## config.mk

```make
export PLATFORM = sky130hd
export DESIGN_NAME = i2s_tx_sched
export DESIGN_NICKNAME = d
export VERILOG_FILES = /design/src/rtl/i2s_tx_sched.sv
export SDC_FILE = /design/constraint.sdc
export NUM_CORES = 1
export LEC_CHECK = 0
export CELL_PAD_IN_SITES_DETAIL_PLACEMENT = 0
export CELL_PAD_IN_SITES_GLOBAL_PLACEMENT = 1
export CORE_UTILIZATION = 38
export CTS_CLUSTER_DIAMETER = 200
export CTS_CLUSTER_SIZE = 16
export DETAILED_ROUTE_END_ITERATION = 8
export PLACE_DENSITY_LB_ADDON = 0.15
export SLEW_MARGIN = 10
export SYNTH_ARGS = -nofsm -noshare
export SYNTH_HDL_FRONTEND = slang
export SYNTH_SLANG_ARGS = --single-unit
export TNS_END_PERCENT = 1
```

## constraint.sdc

```tcl
create_clock -name sclk -period 2.8 [get_ports sclk]
set_input_delay 0.56 -clock sclk [delete_from_list [all_inputs] [get_ports sclk]]
set_output_delay 0.56 -clock sclk [all_outputs]
set_load 0.005 [all_outputs]
```

## src/rtl/i2s_tx_sched.sv

```systemverilog
// I2S transmit frame scheduler: lrclk generation, sample staging and start/stop/underrun control.
// Optional build macro I2S_TX_SCHED_HOLD_EN repeats the last sample on underrun instead of muting.
module i2s_tx_sched #(
    parameter int unsigned BITSIZE = 32
) (
    input  logic               sclk,
    input  logic               rst,
    input  logic               enable,
    input  logic               s_valid,
    output logic               s_ready,
    input  logic [BITSIZE-1:0] s_left,
    input  logic [BITSIZE-1:0] s_right,
    output logic               lrclk,
    output logic [BITSIZE-1:0] left_chan,
    output logic [BITSIZE-1:0] right_chan,
    output logic               frame_start,
    output logic               running,
    output logic [15:0]        underrun_cnt
);

    localparam int unsigned CW = $clog2(BITSIZE + 1);
    localparam logic [CW-1:0] CNT_LAST = CW'(BITSIZE);
    localparam logic [CW-1:0] CNT_PRE  = CW'(BITSIZE - 1);
    localparam logic [CW-1:0] CNT_ONE  = CW'(1);

    typedef enum logic [1:0] {IDLE, ARM, RUN, DRAIN} state_t;

    state_t             state_q, state_d;
    logic [CW-1:0]      cnt_q, cnt_d;
    logic               lrclk_q, lrclk_d;
    logic [BITSIZE-1:0] left_q, left_d, right_q, right_d;
    logic [BITSIZE-1:0] stage_l_q, stage_l_d, stage_r_q, stage_r_d;
    logic               stage_full_q, stage_full_d;
    logic               fs_q, fs_d;
    logic [15:0]        urun_q, urun_d;
    logic               ev_b, ev_l, hs;

    assign ev_b = (cnt_q == CNT_LAST) && lrclk_q;
    assign ev_l = (cnt_q == CNT_PRE) && lrclk_q;
    assign s_ready = ((state_q == ARM) || (state_q == RUN)) && !stage_full_q;
    assign hs = s_valid && s_ready;

    always_comb begin
        state_d      = state_q;
        cnt_d        = (cnt_q == CNT_LAST) ? CNT_ONE : cnt_q + CNT_ONE;
        lrclk_d      = (cnt_q == CNT_LAST) ? ~lrclk_q : lrclk_q;
        left_d       = left_q;
        right_d      = right_q;
        stage_l_d    = stage_l_q;
        stage_r_d    = stage_r_q;
        stage_full_d = stage_full_q;
        fs_d         = ev_b;
        urun_d       = urun_q;

        // A handshake only fills an empty stage, so it never collides with a consume at L.
        if (hs) begin
            stage_l_d    = s_left;
            stage_r_d    = s_right;
            stage_full_d = 1'b1;
        end

        case (state_q)
            IDLE: begin
                if (ev_l) begin
                    left_d  = '0;
                    right_d = '0;
                end
                if (enable) state_d = ARM;
            end
            ARM: begin
                if (!enable) begin
                    state_d      = IDLE;
                    stage_full_d = 1'b0;
                    if (ev_l) begin
                        left_d  = '0;
                        right_d = '0;
                    end
                end else if (ev_l) begin
                    if (stage_full_q) begin
                        left_d       = stage_l_q;
                        right_d      = stage_r_q;
                        stage_full_d = 1'b0;
                        state_d      = RUN;
                    end else begin
                        left_d  = '0;
                        right_d = '0;
                    end
                end
            end
            RUN: begin
                if (ev_l) begin
                    if (stage_full_q) begin
                        left_d       = stage_l_q;
                        right_d      = stage_r_q;
                        stage_full_d = 1'b0;
                    end else begin
                        if (urun_q != 16'hFFFF) urun_d = urun_q + 16'd1;
`ifdef I2S_TX_SCHED_HOLD_EN
`else
                        left_d  = '0;
                        right_d = '0;
`endif
                    end
                end
                if (!enable) state_d = DRAIN;
            end
            DRAIN: begin
                if (ev_b) begin
                    state_d      = IDLE;
                    stage_full_d = 1'b0;
                end
            end
            default: state_d = IDLE;
        endcase
    end

    always_ff @(negedge sclk) begin
        if (rst) begin
            state_q      <= IDLE;
            cnt_q        <= CNT_ONE;
            lrclk_q      <= 1'b1;
            left_q       <= '0;
            right_q      <= '0;
            stage_l_q    <= '0;
            stage_r_q    <= '0;
            stage_full_q <= 1'b0;
            fs_q         <= 1'b0;
            urun_q       <= '0;
        end else begin
            state_q      <= state_d;
            cnt_q        <= cnt_d;
            lrclk_q      <= lrclk_d;
            left_q       <= left_d;
            right_q      <= right_d;
            stage_l_q    <= stage_l_d;
            stage_r_q    <= stage_r_d;
            stage_full_q <= stage_full_d;
            fs_q         <= fs_d;
            urun_q       <= urun_d;
        end
    end

    assign lrclk        = lrclk_q;
    assign left_chan    = left_q;
    assign right_chan   = right_q;
    assign frame_start  = fs_q;
    assign running      = (state_q == RUN);
    assign underrun_cnt = urun_q;

endmodule
```

== Word-level counts from Yosys, hierarchy flattened ==
Index checks and enable logic that the tools add are counted.

* Add/subtract/negate cells: 2
* Equality and inequality tests: 11
* Mux-type cells: 23
* Bitwise logic cells: 2
* Reductions and logical operators: 11

{| class="wikitable"
|+ Operators with widths
! operator !! count
|-
| 2-to-1 mux 32 bit || 8
|-
| one-hot mux 32 bit (3 select lines) || 2
|-
| adder 16 x 1 -> 16 bit, second input constant || 1
|-
| != test 16 bit, second input constant || 1
|-
| 2-to-1 mux 2 bit || 6
|-
| one-hot mux 2 bit (4 select lines) || 1
|-
| adder 6 x 1 -> 6 bit, second input constant || 1
|-
| equality test 6 x 5 -> 1 bit, second input constant || 1
|-
| equality test 6 bit, second input constant || 1
|-
| != test 2 bit, second input constant || 3
|-
| != test 3 bit, second input constant || 2
|-
| 2-to-1 mux 1 bit || 5
|-
| AND reduction 5 bit || 1
|-
| equality test 2 bit, second input constant || 2
|-
| logical AND 1 bit || 4
|-
| AND reduction 4 bit || 1
|-
| one-hot mux 1 bit (3 select lines) || 1
|-
| nonzero test 3 bit || 1
|-
| equality test 2 x 1 -> 1 bit, second input constant || 1
|-
| zero test 2 bit || 1
|-
| NOT 1 bit || 2
|-
| OR reduction 2 bit || 1
|-
| zero test 1 bit || 1
|-
| logical OR 1 bit || 1
|}

* Bits in registers: 155
* Input bits: 68
* Word-level logic and storage cells: 59

== Longest topological paths before layout ==
* Depth in word-level cells: 9
* Mapped depth: 8

==> metrics.txt <==
# TYPE chip_impl_metric gauge
chip_impl_info{name="status",value="complete, but fails checks"} 1
chip_impl_info{name="violations",value="setup timing"} 1
chip_impl_metric{name="clock-skew-final",unit="ns"} 0.0363
chip_impl_metric{name="worstPathMaxFanout",unit=""} 2
chip_impl_metric{name="wl_per_cell",unit="um"} 13.5
chip_impl_metric{name="maxCapViolations",unit=""} 0
chip_impl_metric{name="insertion_delay",unit="ns"} 0.48
chip_impl_metric{name="cts_max_path_buffers",unit=""} 2
chip_impl_info{name="clk_root_buffer_cell",value="sky130_fd_sc_hd__clkbuf_16"} 1
chip_impl_metric{name="cp_required",unit="ns"} 2.24
chip_impl_metric{name="cts_max_level",unit=""} 4
chip_impl_metric{name="syn_to_final_growth",unit="%"} 53.4
chip_impl_metric{name="final_stage_net_count",unit=""} 1127
chip_impl_metric{name="grt_pass1_vias",unit=""} 6482
chip_impl_metric{name="synth_sequential_area_ratio",unit="%"} 52.1
chip_impl_metric{name="initialDrtViolationCount",unit=""} 383
chip_impl_metric{name="drive_above_1_share",unit="%"} 25.2
chip_impl_metric{name="coreArea",unit="sq um"} 15300
chip_impl_metric{name="worstMarginPinSlew",unit="ns"} 0.915
chip_impl_info{name="dominantRegCellSynth",value="sky130_fd_sc_hd__dfxtp_1"} 1
chip_impl_metric{name="cts_inserted_buffers",unit=""} 17
chip_impl_metric{name="chipWidth",unit="um"} 127
chip_impl_info{name="crit_path_top_delay_cell",value="sky130_fd_sc_hd__dfxtp_2"} 1
chip_impl_metric{name="layout.cell_area.non_filler",unit="sq um"} 9140
chip_impl_metric{name="gp_routability_congestion",unit=""} 0.833
chip_impl_metric{name="placed_cells",unit=""} 1087
chip_impl_metric{name="syn-num-nets",unit=""} 806
chip_impl_metric{name="overflow",unit=""} 0
chip_impl_metric{name="postSynthRegisterBits",unit=""} 155
chip_impl_metric{name="antenna_cells",unit=""} 0
chip_impl_info{name="library_cell_with_the_largest_summed_area_after_synthesis",value="sky130_fd_sc_hd__dfxtp_1"} 1
chip_impl_metric{name="place.detailed.hpwl",unit="um"} 10200
chip_impl_metric{name="count_of_unresolved_drc_violations_after_routing",unit=""} 0
chip_impl_metric{name="area_share_of_the_largest_cell_type_after_synthesis",unit="%"} 52.1
chip_impl_metric{name="synth-edff-count",unit=""} 0
chip_impl_metric{name="numClockSinks",unit=""} 155
chip_impl_metric{name="boundaryPins",unit=""} 152
chip_impl_metric{name="initial_utilization",unit="%"} 39.0
chip_impl_metric{name="setup_viol",unit=""} 84
chip_impl_metric{name="pin_count_of_the_biggest_net_entering_global_routing",unit=""} 69
chip_impl_metric{name="synth_area_per_cell",unit="sq um"} 8.16
chip_impl_metric{name="dp_slack",unit="ns"} -0.752
chip_impl_metric{name="syn_area",unit="sq um"} 5960
chip_impl_metric{name="num_vias",unit=""} 6278
chip_impl_metric{name="maxSlewViolCount",unit=""} 0
chip_impl_info{name="worstSetupStartpointType",value="register"} 1
chip_impl_metric{name="wire_length_of_the_first_global_routing_pass",unit="um"} 27800
chip_impl_info{name="most_frequent_cells_after_synthesis",value="205 x sky130_fd_sc_hd__nand2_1, 155 x sky130_fd_sc_hd__dfxtp_1, 146 x sky130_fd_sc_hd__a21oi_1"} 1
chip_impl_info{name="yosys.cell_count.top_type",value="sky130_fd_sc_hd__nand2_1"} 1
chip_impl_metric{name="route.final.wire_length",unit="um"} 17200
chip_impl_metric{name="grt_antenna_before_repair",unit=""} 0
chip_impl_metric{name="dieArea",unit="sq um"} 16200
chip_impl_metric{name="async_flop_share",unit="%"} 0
chip_impl_metric{name="die_h",unit="um"} 127
chip_impl_metric{name="num_rows",unit=""} 45
chip_impl_info{name="critical_path.startpoint",value="state_q[0]"} 1
chip_impl_info{name="timing_worst_setup_path_type",value="reg -> out"} 1
chip_impl_metric{name="io_buffer_count",unit=""} 151
chip_impl_info{name="timing.critical_path.cells",value="inv_2 > ha_4 > nor2b_4 > buf_2"} 1
chip_impl_metric{name="track_usage",unit="%"} 21.4
chip_impl_metric{name="ir_drop",unit="V"} 0.000468
chip_impl_metric{name="ys.warnings.count",unit=""} 0
chip_impl_metric{name="placed_area",unit="sq um"} 7950
chip_impl_metric{name="cp.arrival",unit="ns"} 2.75
chip_impl_info{name="hold_path_startpoint",value="cnt_q[0]"} 1
chip_impl_metric{name="final_cell_count_no_fill",unit=""} 1275
chip_impl_metric{name="cpPeakStageDelay",unit="ns"} 0.33
chip_impl_metric{name="final_total_power",unit="W"} 0.00613
chip_impl_metric{name="layout.filler_cells",unit=""} 1484
chip_impl_info{name="synth_area_leaders",value="sky130_fd_sc_hd__dfxtp_1 52%, sky130_fd_sc_hd__nand2_1 13%, sky130_fd_sc_hd__a21oi_1 12%, sky130_fd_sc_hd__o21ai_0 6.0%, sky130_fd_sc_hd__clkbuf_1 2.5%"} 1
chip_impl_info{name="tritoncts",value="built"} 1
chip_impl_metric{name="synthCells",unit=""} 730
chip_impl_metric{name="final.setup.worst_slack",unit="ns"} -0.506
chip_impl_info{name="grt_setup_unrepaired",value="yes"} 1
chip_impl_metric{name="detail_route.vias_per_cell",unit=""} 4.92
chip_impl_metric{name="path_clk_slew",unit="ns"} 0.03
chip_impl_info{name="worstHoldPathType",value="reg -> reg"} 1
chip_impl_metric{name="power.density_cell_area",unit="nW/um^2"} 670
chip_impl_metric{name="maxSlewHeadroom",unit="%"} 39.0
chip_impl_metric{name="drt_pass1_iterations",unit=""} 5
chip_impl_info{name="crit_path_capture_type",value="primary output"} 1
chip_impl_metric{name="synth.lib_cells_used.distinct",unit=""} 42
chip_impl_metric{name="ant_nets",unit=""} 0
chip_impl_metric{name="hold_violations",unit=""} 0
chip_impl_metric{name="finalHoldWorstSlack",unit="ns"} 0.410
chip_impl_metric{name="leakage",unit="nW"} 4.04
final cells by class:
class,instances,area [sq um],share of cell area [%]
clock inverter,170,801,8.76
inverter,8,30.0,0.329
tap,211,264,2.89
sequential,155,3210,35.1
clock buffer,17,425,4.65
timing repair buffer,198,1750,19.2
multi-input combinational,516,2660,29.1
critical path: cells and delay by family (launching register included):
family,cells,cell delay [ns]
DFF,1,0.33
and+or+nand+nor,1,0.14
adders and majority gates,1,0.26
buffers and inverters,2,0.17
worst paths after layout:
| check | end | slack (ns) | cells after the start |
|---|---|---|---|
| max | s_ready | -0.51 | 4 |
| max reg2reg | right_chan[26] | 0.30 | 9 |
| min reg2reg | cnt_q[0] | 0.41 | 1 |
| min | cnt_q[0] | 0.41 | 1 |
cell families after synthesis:
logic type      Yosys count  synth area share (%)
mux                       2                 0.357
simple gates            267                  20.0
flops                   155                  52.1
fa+ha+maj                 8                  1.68
buf+inv                  59                  4.52
xor+xnor                  5                 0.735
compound gates          234                  20.6
layout by cell type (no fill, tap or decap), drive strengths merged, types with 2 or more instances in the layout:
master and instances:
clkbuf 18, nand2 205, nor2b 2, o221a 2, buf 130, and2 4
nand3 8, nor3 2, or4 11, clkinv 3, inv 169, nand4 8
clkdlybuf4s15 2, bufinv 5, xor2 3, or3 3, xnor2 2, o21ai 72
a21oi 146, o31ai 11, nor4 2, nor3b 2, nor2 8, ha 8
and4 4, dfxtp 155, clkdlybuf4s50 65
flip-flops by register name, indices dropped and copies added (netlist names), named ones only:
name,count
underrun_cnt,16
stage_r_q,32
right_chan,32
lrclk,1
state_q,1
stage_l_q,32
left_chan,32
cnt_q,6
stage_full_q,1
frame_start,1
layer usage:
metal  vias up  track usage (%)  wire [um]
met3        18             7.87        878
met5         -                0          0
met2       180             35.2       8710
met4         0             14.7        233
met1      2937             23.1       7350
li1       3143                -          -
report_power, final:
part           internal (W)  switching (W)  leakage [nW]
combinational      0.000197       0.000225          1.60
clock               0.00188        0.00151          1.15
sequential          0.00228      0.0000337          1.30
repair_timing:
action,4_1_cts,5_1_grt
pin swaps,1,1
hold buffers,0,0
cloned,0,0
endpoints found under the setup margin,149,92
buffers inserted,2,0
gates resized for setup,425,39
through the flow:
stage | setup TNS, ns | util, %
final | -3.95 | 59.9
after global routing | -7.02 | 59.9
after CTS | -5.68 | 58.9
after detailed placement | -71.61 | 52.1
after global placement | -67.89 | 52.1
after floorplan | -11.63 | -
Note: power is estimated with default switching activity, not from simulation.
